File: config.mk
export PLATFORM = sky130hd
export DESIGN_NAME = ifetch_flat
export DESIGN_NICKNAME = d
export VERILOG_FILES = /design/src/rtl/ifetch_pkg.sv /design/src/rtl/ifetch_if.sv /design/src/rtl/ifetch_fifo.sv /design/src/rtl/ifetch.sv /design/src/flat_wrapper.sv
export SDC_FILE = /design/constraint.sdc
export NUM_CORES = 1
export LEC_CHECK = 0
export BUFFER_PORTS_ARGS = -buffer_cell sky130_fd_sc_hd__buf_2
export CORE_MARGIN = 5
export CORE_UTILIZATION = 45
export CTS_CLUSTER_SIZE = 28
export DETAILED_ROUTE_END_ITERATION = 8
export PLACE_DENSITY_LB_ADDON = 0.2
export RECOVER_POWER = 25
export REMOVE_ABC_BUFFERS = 1
export SYNTH_ARGS = -nofsm -noshare
export SYNTH_HDL_FRONTEND = slang
export SYNTH_SLANG_ARGS = --single-unit
File: constraint.sdc
create_clock -name clk -period 1.65 [get_ports clk]
set_input_delay 0.165 -clock clk [delete_from_list [all_inputs] [get_ports clk]]
set_output_delay 0.165 -clock clk [all_outputs]
set_load 0.005 [all_outputs]
File: src/rtl/ifetch_pkg.sv
// ifetch_pkg: shared FSM states, default widths and buffer entry type for the instruction fetch unit.
package ifetch_pkg;
  localparam int ADR_W_DEF = 8;
  localparam int DATA_W_DEF = 8;
  typedef enum logic [1:0] {IDLE, REQ, STEP, DISCARD} state_t;
  typedef struct packed {
    logic [ADR_W_DEF-1:0]  adr;
    logic [DATA_W_DEF-1:0] data;
  } entry_t;
endpackage

File: src/rtl/ifetch_if.sv
// ifetch_if: PC, branch, program-memory and instruction-output signals of the fetch unit.
interface ifetch_if import ifetch_pkg::*; #(
  parameter int ADR_W = ADR_W_DEF,
  parameter int DATA_W = DATA_W_DEF
);
  logic [ADR_W-1:0]  pc_adr;
  logic              pc_enable;
  logic              pc_load;
  logic [ADR_W-1:0]  pc_nxt_adr;
  logic              branch_valid;
  logic [ADR_W-1:0]  branch_adr;
  logic              mem_req;
  logic [ADR_W-1:0]  mem_adr;
  logic              mem_ack;
  logic [DATA_W-1:0] mem_data;
  logic              instr_valid;
  logic [DATA_W-1:0] instr_data;
  logic [ADR_W-1:0]  instr_adr;
  logic              instr_ready;
  modport master (
    input  pc_adr, branch_valid, branch_adr, mem_ack, mem_data, instr_ready,
    output pc_enable, pc_load, pc_nxt_adr, mem_req, mem_adr, instr_valid, instr_data, instr_adr
  );
  modport slave (
    output pc_adr, branch_valid, branch_adr, mem_ack, mem_data, instr_ready,
    input  pc_enable, pc_load, pc_nxt_adr, mem_req, mem_adr, instr_valid, instr_data, instr_adr
  );
endinterface

File: src/rtl/ifetch_fifo.sv
// ifetch_fifo: DEPTH-entry instruction buffer with push/pop/flush; head read straight from storage.
module ifetch_fifo import ifetch_pkg::*; #(
  parameter int DEPTH = 2,
  parameter type T = entry_t
) (
  input  logic clk,
  input  logic reset,
  input  logic push,
  input  logic pop,
  input  logic flush,
  input  T     din,
  output T     dout,
  output logic full,
  output logic empty
);
  localparam int AW = $clog2(DEPTH);
  T mem [DEPTH];
  logic [AW-1:0] wp, rp;
  logic [AW:0] count;
  logic wr, rd;
  assign wr = push && !full;
  assign rd = pop && !empty;
  always_ff @(posedge clk or negedge reset)
    if (!reset) begin
      wp <= '0;
      rp <= '0;
      count <= '0;
      for (int i = 0; i < DEPTH; i++) mem[i] <= '0;
    end else if (flush) begin
      wp <= '0;
      rp <= '0;
      count <= '0;
    end else begin
      if (wr) begin
        mem[wp] <= din;
        wp <= wp + AW'(1);
      end
      if (rd) rp <= rp + AW'(1);
      count <= count + (AW+1)'(wr) - (AW+1)'(rd);
    end
  assign dout = mem[rp];
  assign full = count == (AW+1)'(DEPTH);
  assign empty = count == '0;
endmodule

File: src/rtl/ifetch.sv
// ifetch: fetch FSM feeding a valid/ready instruction buffer; branches flush and discard in-flight reads.
// Define IFETCH_STATS_EN to add saturating fetch_cnt/discard_cnt outputs.
module ifetch import ifetch_pkg::*; #(
  parameter int DEPTH = 2,
  parameter int ADR_W = ADR_W_DEF,
  parameter int DATA_W = DATA_W_DEF
) (
  input logic clk,
  input logic reset,
  ifetch_if.master bus
`ifdef IFETCH_STATS_EN
  ,
  output logic [15:0] fetch_cnt,
  output logic [7:0]  discard_cnt
`endif
);
  typedef struct packed {
    logic [ADR_W-1:0]  adr;
    logic [DATA_W-1:0] data;
  } ent_t;
  state_t state, nxt;
  logic [ADR_W-1:0] adr_q;
  logic push, full, empty;
  ent_t din, head;
  always_ff @(posedge clk or negedge reset)
    if (!reset) begin
      state <= IDLE;
      adr_q <= '0;
    end else begin
      state <= nxt;
      if (state == IDLE && nxt == REQ) adr_q <= bus.pc_adr;
    end
  always_comb begin
    nxt = state;
    push = 1'b0;
    bus.mem_req = 1'b0;
    bus.pc_enable = 1'b0;
    case (state)
      IDLE: nxt = (!bus.branch_valid && !full) ? REQ : IDLE;
      REQ: begin
        bus.mem_req = 1'b1;
        push = bus.mem_ack && !bus.branch_valid;
        nxt = bus.mem_ack ? (bus.branch_valid ? IDLE : STEP) : (bus.branch_valid ? DISCARD : REQ);
      end
      STEP: begin
        bus.pc_enable = !bus.branch_valid;
        nxt = IDLE;
      end
      DISCARD: begin
        bus.mem_req = 1'b1;
        nxt = bus.mem_ack ? IDLE : DISCARD;
      end
      default: nxt = IDLE;
    endcase
  end
  assign din = '{adr: adr_q, data: bus.mem_data};
  ifetch_fifo #(.DEPTH(DEPTH), .T(ent_t)) u_fifo (
    .clk(clk),
    .reset(reset),
    .push(push),
    .pop(bus.instr_ready),
    .flush(bus.branch_valid),
    .din(din),
    .dout(head),
    .full(full),
    .empty(empty)
  );
  assign bus.pc_load = bus.branch_valid;
  assign bus.pc_nxt_adr = bus.branch_adr;
  assign bus.mem_adr = adr_q;
  assign bus.instr_valid = !empty;
  assign bus.instr_data = head.data;
  assign bus.instr_adr = head.adr;
`ifdef IFETCH_STATS_EN
  logic drop;
  assign drop = bus.mem_ack && (state == DISCARD || (state == REQ && bus.branch_valid));
  always_ff @(posedge clk or negedge reset)
    if (!reset) begin
      fetch_cnt <= '0;
      discard_cnt <= '0;
    end else begin
      if (push && !(&fetch_cnt)) fetch_cnt <= fetch_cnt + 16'd1;
      if (drop && !(&discard_cnt)) discard_cnt <= discard_cnt + 8'd1;
    end
`endif
endmodule
File: src/flat_wrapper.sv
// flat-port wrapper written by rule: the top's interface ports become plain ports
module ifetch_flat import ifetch_pkg::*;
#(
  parameter int DEPTH = 2,
  parameter int ADR_W = ADR_W_DEF,
  parameter int DATA_W = DATA_W_DEF
)
  (clk, reset, bus_pc_adr, bus_branch_valid, bus_branch_adr, bus_mem_ack, bus_mem_data, bus_instr_ready, bus_pc_enable, bus_pc_load, bus_pc_nxt_adr, bus_mem_req, bus_mem_adr, bus_instr_valid, bus_instr_data, bus_instr_adr);
  ifetch_if #(.ADR_W(ADR_W), .DATA_W(DATA_W)) bus_i ();
  input logic clk;
  input logic reset;
  input wire logic [$bits(bus_i.pc_adr)-1:0] bus_pc_adr;
  input wire logic [$bits(bus_i.branch_valid)-1:0] bus_branch_valid;
  input wire logic [$bits(bus_i.branch_adr)-1:0] bus_branch_adr;
  input wire logic [$bits(bus_i.mem_ack)-1:0] bus_mem_ack;
  input wire logic [$bits(bus_i.mem_data)-1:0] bus_mem_data;
  input wire logic [$bits(bus_i.instr_ready)-1:0] bus_instr_ready;
  output wire logic [$bits(bus_i.pc_enable)-1:0] bus_pc_enable;
  output wire logic [$bits(bus_i.pc_load)-1:0] bus_pc_load;
  output wire logic [$bits(bus_i.pc_nxt_adr)-1:0] bus_pc_nxt_adr;
  output wire logic [$bits(bus_i.mem_req)-1:0] bus_mem_req;
  output wire logic [$bits(bus_i.mem_adr)-1:0] bus_mem_adr;
  output wire logic [$bits(bus_i.instr_valid)-1:0] bus_instr_valid;
  output wire logic [$bits(bus_i.instr_data)-1:0] bus_instr_data;
  output wire logic [$bits(bus_i.instr_adr)-1:0] bus_instr_adr;
  assign bus_i.pc_adr = bus_pc_adr;
  assign bus_i.branch_valid = bus_branch_valid;
  assign bus_i.branch_adr = bus_branch_adr;
  assign bus_i.mem_ack = bus_mem_ack;
  assign bus_i.mem_data = bus_mem_data;
  assign bus_i.instr_ready = bus_instr_ready;
  assign bus_pc_enable = bus_i.pc_enable;
  assign bus_pc_load = bus_i.pc_load;
  assign bus_pc_nxt_adr = bus_i.pc_nxt_adr;
  assign bus_mem_req = bus_i.mem_req;
  assign bus_mem_adr = bus_i.mem_adr;
  assign bus_instr_valid = bus_i.instr_valid;
  assign bus_instr_data = bus_i.instr_data;
  assign bus_instr_adr = bus_i.instr_adr;
  ifetch #(.DEPTH(DEPTH), .ADR_W(ADR_W), .DATA_W(DATA_W)) u_core (.clk(clk), .reset(reset), .bus(bus_i));
endmodule
-- Yosys cells after proc, flatten, opt, wreduce, memory -nomap -nowiden
Cells that the tools add are included.
- flip-flop bits (word level): 46
- input port bits: 29
- output and inout port bits: 36
- word-level logic and storage cells: 59
- add/sub/neg operators: 4
- order comparisons: 3
- eq/ne operators: 5
- multiplexer cells: 20
- bitwise logic cells: 3
- reduce and logical (&&, ||, !) cells: 15
- operators with widths (kind ; count):
    16-bit two-way mux ; 4
    32-bit bitwise mux ; 1
    16-bit demux with 1-bit select ; 1
    2-bit two-way mux ; 5
    1-bit two-way mux ; 8
    2-bit case mux with 4 select lines ; 1
    2-bit equality test (second input constant) ; 3
    1-bit logical AND ; 6
    2-bit by 1-bit equality test with 1-bit output (second input constant) ; 2
    2-bit greater-or-equal comparator (second input constant) ; 2
    2-bit zero test ; 2
    1-bit inverter with 2-bit output ; 2
    2-bit nonzero test ; 2
    1-bit zero test ; 3
    1-bit adder (second input constant) ; 2
    2-bit by 1-bit adder with 2-bit output ; 1
    2-bit by 1-bit less-than comparator with 1-bit output (second input constant) ; 1
    2-bit AND reduction ; 1
    2-bit OR reduction ; 1
    2-bit by 1-bit subtractor with 2-bit output ; 1
    1-bit inverter ; 1

-- Logic depth before layout (Yosys ltp)
Gate-level depths: netlist (run 1).
- depth after elaboration: 7
- mapped depth: 10
- mapped depth without buffers: 9

-- Modules after synthesis
A second synthesis (run 1) with hierarchy kept.
- cells, all modules: 147
- area total of the unflattened synthesis: 2157.1 um^2
- by module, submodules not included (module ; times used ; cells an instance ; area each (um^2) ; seq. area each (um^2)):
    ifetch_fifo ; 1 ; 108 ; 1660.3 ; 900.9
    ifetch ; 1 ; 39 ; 496.7 ; 250.2

-- Least setup slack after synthesis (run 1)
Ideal clock, no wire load.
- path kind: reg-to-reg
- start point: register u_core.state[1]
- end point: register u_core.u_fifo.count[0]
- library setup time: 0.118 ns
- arrival time: 1.667 ns
- required time: 1.532 ns
- slack: -0.135 ns
- stages on the path, launching flop included: 7
- path buffers: 1
- clock period less this slack: 1.785 ns
- cells stage by stage: dfrtp_1 > clkbuf_1 > or3_1 > ha_1 > inv_1 > ha_1 > nor2b_1
- longest elaborated chain between the ends: 6
- ends and longest elaborated chain (element ; line ; text):
    from (decl) ; ifetch.sv:21 ; state_t state, nxt;
    from (signal assigned) ; ifetch.sv:30 ; state <= nxt;
    2-bit by 1-bit equality test with 1-bit output ; ifetch.sv:38 ; case (state)
    1-bit two-way mux ; ifetch.sv:38 ;
    1-bit logical AND ; ifetch_fifo.sv:21 ; assign wr = push && !full;
    2-bit by 1-bit adder with 2-bit output ; ifetch_fifo.sv:39 ; count <= count + (AW+1)'(wr) - (AW+1)'(rd);
    2-bit by 1-bit subtractor with 2-bit output ; ifetch_fifo.sv:39 ;
    2-bit two-way mux ; ifetch_fifo.sv:29 ; end else if (flush) begin
    to (signal assigned) ; ifetch_fifo.sv:39 ;
    to (decl) ; ifetch_fifo.sv:19 ; logic [AW:0] count;
Every way passes these cells.
A chain may end at the register's enable or synchronous reset.

-- Worst setup path in the final report (run 1)
- start point: register u_core.u_fifo.count[1]
- end point: register u_core.u_fifo.count[1]
- longest elaborated chain between the ends: 6
- elaborated cells between the ends (all ways): 9
- those cells by class: add/sub (2); eq/ne (1); mux (1); reduce/logical (5)
- ends and longest elaborated chain (element ; line ; text):
    2-bit equality test ; ifetch_fifo.sv:42 ; assign full = count == (AW+1)'(DEPTH);
    1-bit zero test ; ifetch_fifo.sv:21 ;
    1-bit logical AND ; ifetch_fifo.sv:21 ;
    2-bit by 1-bit adder with 2-bit output ; ifetch_fifo.sv:39 ;
    2-bit by 1-bit subtractor with 2-bit output (*) ; ifetch_fifo.sv:39 ;
    2-bit two-way mux (*) ; ifetch_fifo.sv:29 ;
Every way passes the cells marked *; elsewhere a longest branch is shown, timed or not.

==> results.ini, run 1 <==
[power]
p_sw_frac=0.297
clkPwrFrac=0.151
p_per_area_nw_per_um2=1630
switching_power_uw=1360
seq_power_share=0.408
p_leak_uw=0.00137
power_frac_comb=0.441
max-vdd-ir-drop_mv=0.846
p_int_uw=3220

[route]
vias=1332
drt_iter0_markers=29
drt_pass1_iterations=2
wl_per_cell_um=16.1
wl_um=4370
ant_nets=0
drc=0
via_per_inst=4.90

[synth]
ys_ff_latch=46
yosysWarnings=0
synth_edf_count=0
synth_top_area_frac=0.517
synth.area.top_cells=dfrtp_1, mux2_2, mux2_4
yosys.area.top_type=dfrtp_1
synth_top_flop_cell=dfrtp_1
synth_cells=145
synth_cell_types=26
synth.cell_area_sq_um=2230
synth_async_sr_flop_share=1.00
synth_seq_area_share=0.517
avgSynthCellArea_sq_um=15.4

[finish]
synthToLayoutAreaGrowth_pct=26.4
n_antenna_cell=0
register_area_sq_um=1150
multi_input_area_sq_um=1030
drive_above_1_share=0.688
nFillCells=399
stdcell_area_sq_um=2810
finish.net_count=236
finalNonFillerCells=272

[hold_path]
hp-class=in -> reg

[floorplan]
rows=25
start_util=0.468
die_h_um=80.3
dieArea_sq_um=6450
die_w_um=80.3
io_pins=65
fp.coreArea_sq_um=4750

[clock_tree]
cts_sinks=46
clockBufferDepth=2
cts_made_buffers=5
cts_tree=yes
worstSkewPairLatency_ns=0.28
clkSlewWorstSetupHoldPaths_ns=0.08
htreeDepth=2
cts_root_buf=clkbuf_8

[worst_setup_path]
arrival_ns=1.81
timing.critical_path.mode_cell=ha_4
cp_max_fo=2
critPathMaxStageDelay_ns=0.38
critPathKind=reg -> reg
slowest_stage=dfrtp_1
cp_cell_sequence=and2b_4, or3_4, ha_4, inv_2, ha_4, xnor2_2, nor2_1
critPathRequiredTime_ns=1.81
cp-start-kind=flip-flop
end_kind=flip-flop

[job]
drv_cap=0

[global_routing]
track_usage=0.145
overflow=0
grt_pass1_vias=1474
antenna_found_initial=0
grt_first_pass_wirelength_um=7220
grt_max_degree=27

[timing]
grt_setup_unrepaired=yes
setup_viol=1
max_slew.worst_pin.slew_ns=1.17
max_freq_ghz=0.606
slew_violations=0
setup_slack_ns=-0.000855
max_slew_margin=0.223
fin_crit_ns=1.65
period_share=1.00
clock_skew_ns=0.00463
timing_hold_violations_final=0

[placed_design]
numPortBuffers=48
placed_area_sq_um=2580
post-place-cells=261
gp_congestion=0.749
place_hpwl_um=3160
pre_cts_ws_ns=-0.0694

[outcome]
violations=negative setup slack
status=complete, but fails checks

-- registers in the layout, summed over array words and instances (netlist names) --
signal	count
u_core.u_fifo.mem	32
u_core.bus.mem_adr	8
u_core.state	2
u_core.u_fifo.count	2
u_core.u_fifo.rp	1
u_core.u_fifo.wp	1
-- synth_stat cells, types with 3 or more instances --
| cell | n |
|---|---|
| buf_4 | 9 |
| dfrtp_1 | 46 |
| ha_1 | 3 |
| inv_1 | 3 |
| mux2_2 | 36 |
| mux2_4 | 20 |
| nor4_4 | 3 |
-- stage by stage --
step | power (uW) | util | hold WS (ns) | setup TNS (ns)
global route | 4880 | 0.592 | 0.0974 | -0.916
detailed placement | 3700 | 0.542 | 0.149 | -0.388
CTS | 4490 | 0.578 | 0.0940 | -0.0221
global placement | 3610 | 0.542 | 0.137 | -0.127
finish | 4580 | 0.592 | 0.108 | -0.000855
floorplan | 2910 | - | -0.131 | -9.57
-- power groups by stage --
stage               clock, uW  combinational [uW]  sequential [uW]
floorplan                   0                1040             1870
global placement            0                1770             1840
detailed placement          0                1810             1890
CTS                       711                1910             1870
global route              750                2200             1940
finish                    691                2020             1870
-- critical path, delay by kind of cell, from the launching register on --
family,cells,cell delay (ns)
and+or+nand+nor,3,0.56
adders and majority gates,2,0.42
DFF,1,0.38
xor gates and xnor gates,1,0.12
buffers and inverters,1,0.04
-- worst paths after layout --
path | from | end | slack, ns | cells past startpoint
setup / recovery | u_core.u_fifo.count[1] | u_core.u_fifo.count[1] | -0.0009 | 7
hold / removal | bus_pc_adr[7] | u_core.bus.mem_adr[7] | 0.11 | 2
setup reg to reg | u_core.u_fifo.count[1] | u_core.u_fifo.count[1] | -0.0009 | 7
hold reg to reg | u_core.u_fifo.mem[19] | u_core.u_fifo.mem[19] | 0.52 | 1
max in group asynchronous | reset | u_core.u_fifo.rp | 0.29 | 3
min in group asynchronous | reset | u_core.bus.mem_adr[6] | 0.63 | 2
-- what timing repair did --
action,CTS,global route
resized for setup,14,14
setup buffers,1,1
pin swaps,4,0
hold buffers,1,0
setup endpoints to repair,30,23
gates cloned,0,0
hold endpoints to repair,20,0
-- cell families after synthesis --
logic type / after synthesis / synth area share
AO/OA/AOI/OAI: 2 / 0.00675
XOR/XNOR: 3 / 0.0118
adder cells (fa/ha/maj): 3 / 0.0169
buffers and inverters: 19 / 0.0618
flip-flops: 46 / 0.517
multiplexers: 58 / 0.326
AND/OR/NAND/NOR: 14 / 0.0596
-- final cells by class --
type / count / share of cell area
multi-input cells: 80 / 0.368
inverters: 3 / 0.00400
clock inverters: 1 / 0.00178
flip-flops and latches: 46 / 0.410
clock buffers: 7 / 0.0307
repair buffers: 68 / 0.156
well taps: 67 / 0.0298
-- placed cells by master, fill, tap and decap left out, types with 2 or more instances in the layout --
| cell type | count |
|---|---|
| buf_12 | 2 |
| buf_2 | 47 |
| buf_4 | 9 |
| buf_6 | 7 |
| clkbuf_1 | 3 |
| clkbuf_8 | 6 |
| dfrtp_1 | 45 |
| ha_4 | 2 |
| inv_1 | 2 |
| mux2_2 | 22 |
| mux2_4 | 34 |
| mux2i_1 | 2 |
| nor2_1 | 2 |
| nor4_4 | 3 |
-- routing by layer --
metal | track usage | up-vias | wire [um]
met5 | 0 | - | 0
met4 | 0.0355 | 0 | 25
met3 | 0.0437 | 4 | 281
met2 | 0.241 | 48 | 2120
met1 | 0.183 | 669 | 1940
li1 | - | 611 | -
Power figures use the tool's default switching activity.
==> run 2, diff against run 1 <==
- HOLD_SLACK_MARGIN: default -> 0.15
- SLEW_MARGIN: default -> 10
==> run 2 against run 1 <==
Effect of this change: the run still ends with negative setup slack left; routed wire length up 2.8%; sequential share of layout area down 2.4 points; design area up 6.1%; largest power group unchanged; clock skew up 0.0014 ns; combinational power up 3%; setup slack about the same; first-iteration DRC count down 17%.
==> results.ini, run 2 (synthesized netlist as in run 1, its figures left out) <==
[hold_path]
hp-class=in -> reg  ; unchanged

[global_routing]
grt_pass1_vias=1531  ; was 1474
overflow=0  ; unchanged
grt_max_degree=27  ; unchanged
antenna_found_initial=0  ; unchanged
grt_first_pass_wirelength_um=7450  ; was 7220 um
track_usage=0.149  ; was 0.145

[finish]
largest_reg_flops=32  ; unchanged
n_antenna_cell=0  ; unchanged
synthToLayoutAreaGrowth_pct=34.1  ; was 26.4%
drive_above_1_share=0.638  ; was 0.688
finish.net_count=252  ; was 236
largest-register=u_core.u_fifo.mem  ; unchanged
layout_common_cells=buf_2, dfrtp_1, mux2_4  ; unchanged
layout_commonest_cell=buf_2  ; unchanged

[route]
ant_nets=0  ; unchanged
vias=1379  ; was 1332
wl_per_cell_um=15.6  ; was 16.1 um
drc=0  ; unchanged
wl_um=4490  ; was 4370 um
drt_iter0_markers=24  ; was 29
via_per_inst=4.79  ; was 4.90
drt_pass1_iterations=2  ; unchanged

[floorplan]
io_pins=65  ; unchanged
dieArea_sq_um=6450  ; unchanged
start_util=0.468  ; unchanged
die_h_um=80.3  ; unchanged
rows=25  ; unchanged
fp.coreArea_sq_um=4750  ; unchanged
die_w_um=80.3  ; unchanged

[clock_tree]
worstSkewPairLatency_ns=0.29  ; was 0.28 ns
cts_sinks=46  ; unchanged
clockBufferDepth=2  ; unchanged
cts_root_buf=clkbuf_8  ; unchanged
htreeDepth=2  ; unchanged
clkSlewWorstSetupHoldPaths_ns=0.08  ; about the same
cts_tree=yes  ; unchanged
cts_made_buffers=5  ; unchanged

[power]
p_leak_uw=0.00145  ; was 0.00137 uW
max-vdd-ir-drop_mv=0.848  ; was 0.846 mV
p_per_area_nw_per_um2=1560  ; was 1630 nW/um^2
total_power_uw=4640  ; was 4580 uW

[placed_design]
numPortBuffers=48  ; unchanged
place_hpwl_um=3160  ; unchanged
gp_congestion=0.749  ; unchanged
pre_cts_ws_ns=-0.0694  ; unchanged

[job]
drv_cap=0  ; unchanged

[worst_setup_path]
critPathLaunch=u_core.u_fifo.count[1]  ; unchanged
cp-start-kind=flip-flop  ; unchanged
worstSetupEndpoint=u_core.u_fifo.count[1]  ; unchanged
end_kind=flip-flop  ; unchanged
r2r-start=u_core.u_fifo.count[1]  ; unchanged
critPathRequiredTime_ns=1.81  ; about the same
r2r_end=u_core.u_fifo.count[1]  ; unchanged
cp_max_fo=2  ; unchanged
rrSetupSlack_ns=-0.0008  ; was -0.0009 ns
critPathKind=reg -> reg  ; unchanged
r2r_cells=7  ; unchanged
arrival_ns=1.81  ; about the same

[timing]
max_freq_ghz=0.606  ; about the same
slew_violations=0  ; unchanged
max_slew.worst_pin.slew_ns=1.17  ; about the same
period_share=1.00  ; about the same
max_slew_margin=0.221  ; was 0.223
clock_skew_ns=0.00608  ; was 0.00463 ns
fin_crit_ns=1.65  ; about the same
timing_hold_violations_final=0  ; unchanged
setup_slack_ns=-0.000756  ; was -0.000855 ns
setup_viol=1  ; unchanged
grt_setup_unrepaired=yes  ; unchanged

[outcome]
status=complete, but fails checks  ; unchanged
violations=negative setup slack  ; unchanged

run 2: cell type report:
class                           count  area [sq um]
Inverter                            3          11.3
Sequential cell                    46          1150
Fill cell                         379          1770
Clock buffer                        7          86.3
Multi-Input combinational cell     80          1050
Tap cell                           67          83.8
Clock inverter                      1          5.00
Timing Repair Buffer               84           599
run 2: stage by stage:
step                      cell area, sq um  hold WS, ns   TNS (ns)  utilization  std cells
after global placement                2580        0.137     -0.127        0.542        261
after CTS                             2910        0.176    -0.0221        0.612        287
after detailed placement              2580        0.149     -0.388        0.542        261
final                                 2980        0.175  -0.000756        0.628        288
after floorplan                       2100       -0.131      -9.57            -        129
after global routing                  2980        0.181     -0.849        0.628        288
run 2: metal layers:
layer	GRT usage	vias to the layer above	part of all wire
li1	-	641	-
met4	0.0355	0	0.0056
met2	0.250	48	0.48
met3	0.0437	4	0.060
met5	0	-	0
met1	0.188	686	0.46
run 2: worst min path at each step:
stage                start                    end  slack, ns  cells after the start
6_report       bus_mem_ack        u_core.state[0]       0.17                      3
4_1_cts        bus_mem_ack        u_core.state[0]       0.18                      3
5_1_grt        bus_mem_ack        u_core.state[0]       0.18                      3
2_1_floorplan        reset  u_core.bus.mem_adr[0]      -0.13                      0
3_3_place_gp         reset  u_core.u_fifo.mem[10]       0.14                      1
3_5_place_dp         reset  u_core.u_fifo.mem[26]       0.15                      1
run 2: report_power, final:
part / switching, uW / internal, uW / leakage, uW
Combinational: 713 / 1370 / 0.000813
Sequential: 307 / 1570 / 0.000588
Clock: 351 / 338 / 0.0000482
Total: 1370 / 3270 / 0.00145
run 2: what timing repair did:
item                                    in CTS  in global routing
resized for setup                           14                 17
pin swaps                                    4                  0
setup buffers                                1                  1
endpoints found under the setup margin      30                 23
hold endpoints to repair                    44                  0
hold buffers                                17                  0
run 2: critical path, stage by stage, from the launching register on:
cell and delay [ns]:
dfrtp_1 0.38, and2b_4 0.17, or3_4 0.34, ha_4 0.27, inv_2 0.04, ha_4 0.15, xnor2_2 0.12, nor2_1 0.05
==> run 3, diff against run 2 <==
- PLACE_DENSITY: default -> 0.74
- PLACE_DENSITY_LB_ADDON: 0.2 -> default
==> run 3 against run 2 <==
Effect of this change: the flow still finishes with violations (negative setup slack); design area grew 1.6%; worst hold slack gained 0.10 ns; setup slack lost 0.017 ns; sequential cell count is the same; critical endpoint unchanged; largest cell class unchanged.
==> results.ini, run 3 (synthesized netlist as in run 1, its figures left out) <==
[finish]
largest-register=u_core.u_fifo.mem  ; unchanged
synthToLayoutAreaGrowth_pct=36.2  ; was 34.1%
layout_common_cells=buf_2, dfrtp_1, mux2_4  ; unchanged
layout_commonest_cell=buf_2  ; unchanged
largest_reg_flops=32  ; unchanged
finalNonFillerCells=289  ; was 288
n_antenna_cell=0  ; unchanged
drive_above_1_share=0.640  ; was 0.638
fin_util=0.638  ; was 0.628
finish.net_count=253  ; was 252

[floorplan]
dieArea_sq_um=6450  ; unchanged
die_h_um=80.3  ; unchanged
fp.coreArea_sq_um=4750  ; unchanged
die_w_um=80.3  ; unchanged
rows=25  ; unchanged
start_util=0.468  ; unchanged
io_pins=65  ; unchanged

[global_routing]
overflow=0  ; unchanged
antenna_found_initial=0  ; unchanged
track_usage=0.158  ; was 0.149
grt_first_pass_wirelength_um=7820  ; was 7450 um
grt_pass1_vias=1579  ; was 1531
grt_max_degree=26  ; was 27

[worst_setup_path]
r2r-start=u_core.u_fifo.count[1]  ; unchanged
rrSetupSlack_ns=-0.02  ; was -0.0008 ns
cp-start-kind=flip-flop  ; unchanged
cp_max_fo=2  ; unchanged
end_kind=flip-flop  ; unchanged
critPathKind=reg -> reg  ; unchanged
arrival_ns=1.84  ; was 1.81 ns
critPathLaunch=u_core.u_fifo.count[1]  ; unchanged
critPathRequiredTime_ns=1.82  ; was 1.81 ns

[power]
total_power_uw=4960  ; was 4640 uW
clkPwrFrac=0.200  ; was 0.148
max-vdd-ir-drop_mv=1.04  ; was 0.848 mV
p_leak_uw=0.00148  ; was 0.00145 uW
seq_power_share=0.375  ; was 0.404
p_int_uw=3530  ; was 3270 uW
p_per_area_nw_per_um2=1640  ; was 1560 nW/um^2
power_frac_comb=0.426  ; was 0.448
p_sw_frac=0.289  ; was 0.295
switching_power_uw=1430  ; was 1370 uW

[placed_design]
numPortBuffers=48  ; unchanged
place_hpwl_um=3170  ; was 3160 um
gp_congestion=0.690  ; was 0.749
post-place-cells=261  ; unchanged

[clock_tree]
cts_made_buffers=5  ; unchanged
worstSkewPairLatency_ns=0.30  ; was 0.29 ns
cts_root_buf=clkbuf_8  ; unchanged
cts_tree=yes  ; unchanged
clockBufferDepth=2  ; unchanged
clkSlewWorstSetupHoldPaths_ns=0.09  ; was 0.08 ns
htreeDepth=2  ; unchanged
cts_sinks=46  ; unchanged

[route]
highest_layer=met4  ; unchanged
wl_met2_um=2580  ; was 2140 um
wl_um=4860  ; was 4490 um
vias=1403  ; was 1379
wl_per_cell_um=16.8  ; was 15.6 um
drt_iter0_markers=59  ; was 24
drc=0  ; unchanged
met3_length_um=225  ; was 268 um
drt_pass1_iterations=4  ; was 2
ant_nets=0  ; unchanged
wl_met1_um=1990  ; was 2050 um
via_per_inst=4.85  ; was 4.79

[timing]
max_slew.worst_pin.slew_ns=0.566  ; was 1.17 ns
max_slew_margin=0.623  ; was 0.221
setup_viol=5  ; was 1
period_share=1.01  ; was 1.00
clock_skew_ns=0.0115  ; was 0.00608 ns
setup_slack_ns=-0.0181  ; was -0.000756 ns
fin_crit_ns=1.67  ; was 1.65 ns
slew_violations=0  ; unchanged
timing.hold.ws_ns=0.278  ; was 0.175 ns
max_freq_ghz=0.599  ; was 0.606 GHz
timing_hold_violations_final=0  ; unchanged
grt_setup_unrepaired=yes  ; unchanged

[outcome]
status=complete, but fails checks  ; unchanged
violations=negative setup slack  ; unchanged

[hold_path]
hp-class=in -> reg  ; unchanged
min_from=bus_mem_ack  ; unchanged

[job]
drv_cap=0  ; unchanged

-- run 3: cell types whose count changed in the layout (fill, tap and decap cells not counted), moves of 2 or more --
| cell | change |
|---|---|
| clkbuf_1 | -2 |
| mux2_4 | +2 |
| bufinv_16 | +2 |
| mux2_2 | -2 |
| buf_4 | +2 |
-- run 3: path summary, 6_finish.rpt --
check | end | depth (start not counted)
setup / recovery | u_core.u_fifo.count[1] | 7
hold / removal | u_core.state[0] | 4
setup reg to reg | u_core.u_fifo.count[1] | 7
hold reg to reg | u_core.u_fifo.mem[11] | 1
max in group asynchronous | u_core.u_fifo.mem[19] | 3
min in group asynchronous | u_core.u_fifo.mem[29] | 2
-- run 3: layer usage --
layer | vias up | global-route usage
met5 | - | 0
met4 | 0 | 0.0422
met3 | 8 | 0.0471
met2 | 48 | 0.276
met1 | 706 | 0.189
li1 | 641 | -
-- run 3: power groups by stage --
stage | combinational [uW] | sequential [uW] | clock [uW]
6_report | 2110 | 1860 | 991
2_1_floorplan | 1040 | 1870 | 0
4_1_cts | 2020 | 1850 | 1020
3_3_place_gp | 1770 | 1820 | 0
3_5_place_dp | 1830 | 1860 | 0
5_1_grt | 2270 | 1920 | 1060
-- run 3: final cells by class --
| type | instances | area [sq um] |
|---|---|---|
| clock inverter | 3 | 68.8 |
| inverter | 3 | 13.8 |
| fill | 367 | 1720 |
| clock buffer | 5 | 68.8 |
| tap | 67 | 83.8 |
| sequential | 46 | 1150 |
| multi-input combinational | 80 | 1050 |
| timing repair buffer | 85 | 599 |
-- run 3: critical path, stage by stage, from the launching register on --
cell and delay, ns:
dfrtp_1 0.39, and2b_4 0.17, or3_4 0.34, ha_4 0.29, inv_4 0.03, ha_4 0.15, xnor2_2 0.12, nor2_1 0.05
-- run 3: per-stage QoR --
stage          worst slack, ns  TNS [ns]  instance area (sq um)
3_3_place_gp           -0.0291    -0.205                   2560
2_1_floorplan           -0.331     -9.57                   2100
3_5_place_dp            -0.117    -0.629                   2560
5_1_grt                -0.0663    -0.894                   3030
6_report               -0.0181   -0.0418                   3030
4_1_cts                -0.0219    -0.121                   2980
-- run 3: timing repair --
action	CTS	global route
buffers inserted	1	1
pin swaps	4	0
hold endpoints to repair	45	0
setup endpoints to repair	30	41
hold buffers	17	0
gates resized for setup	22	13
cloned	1	0
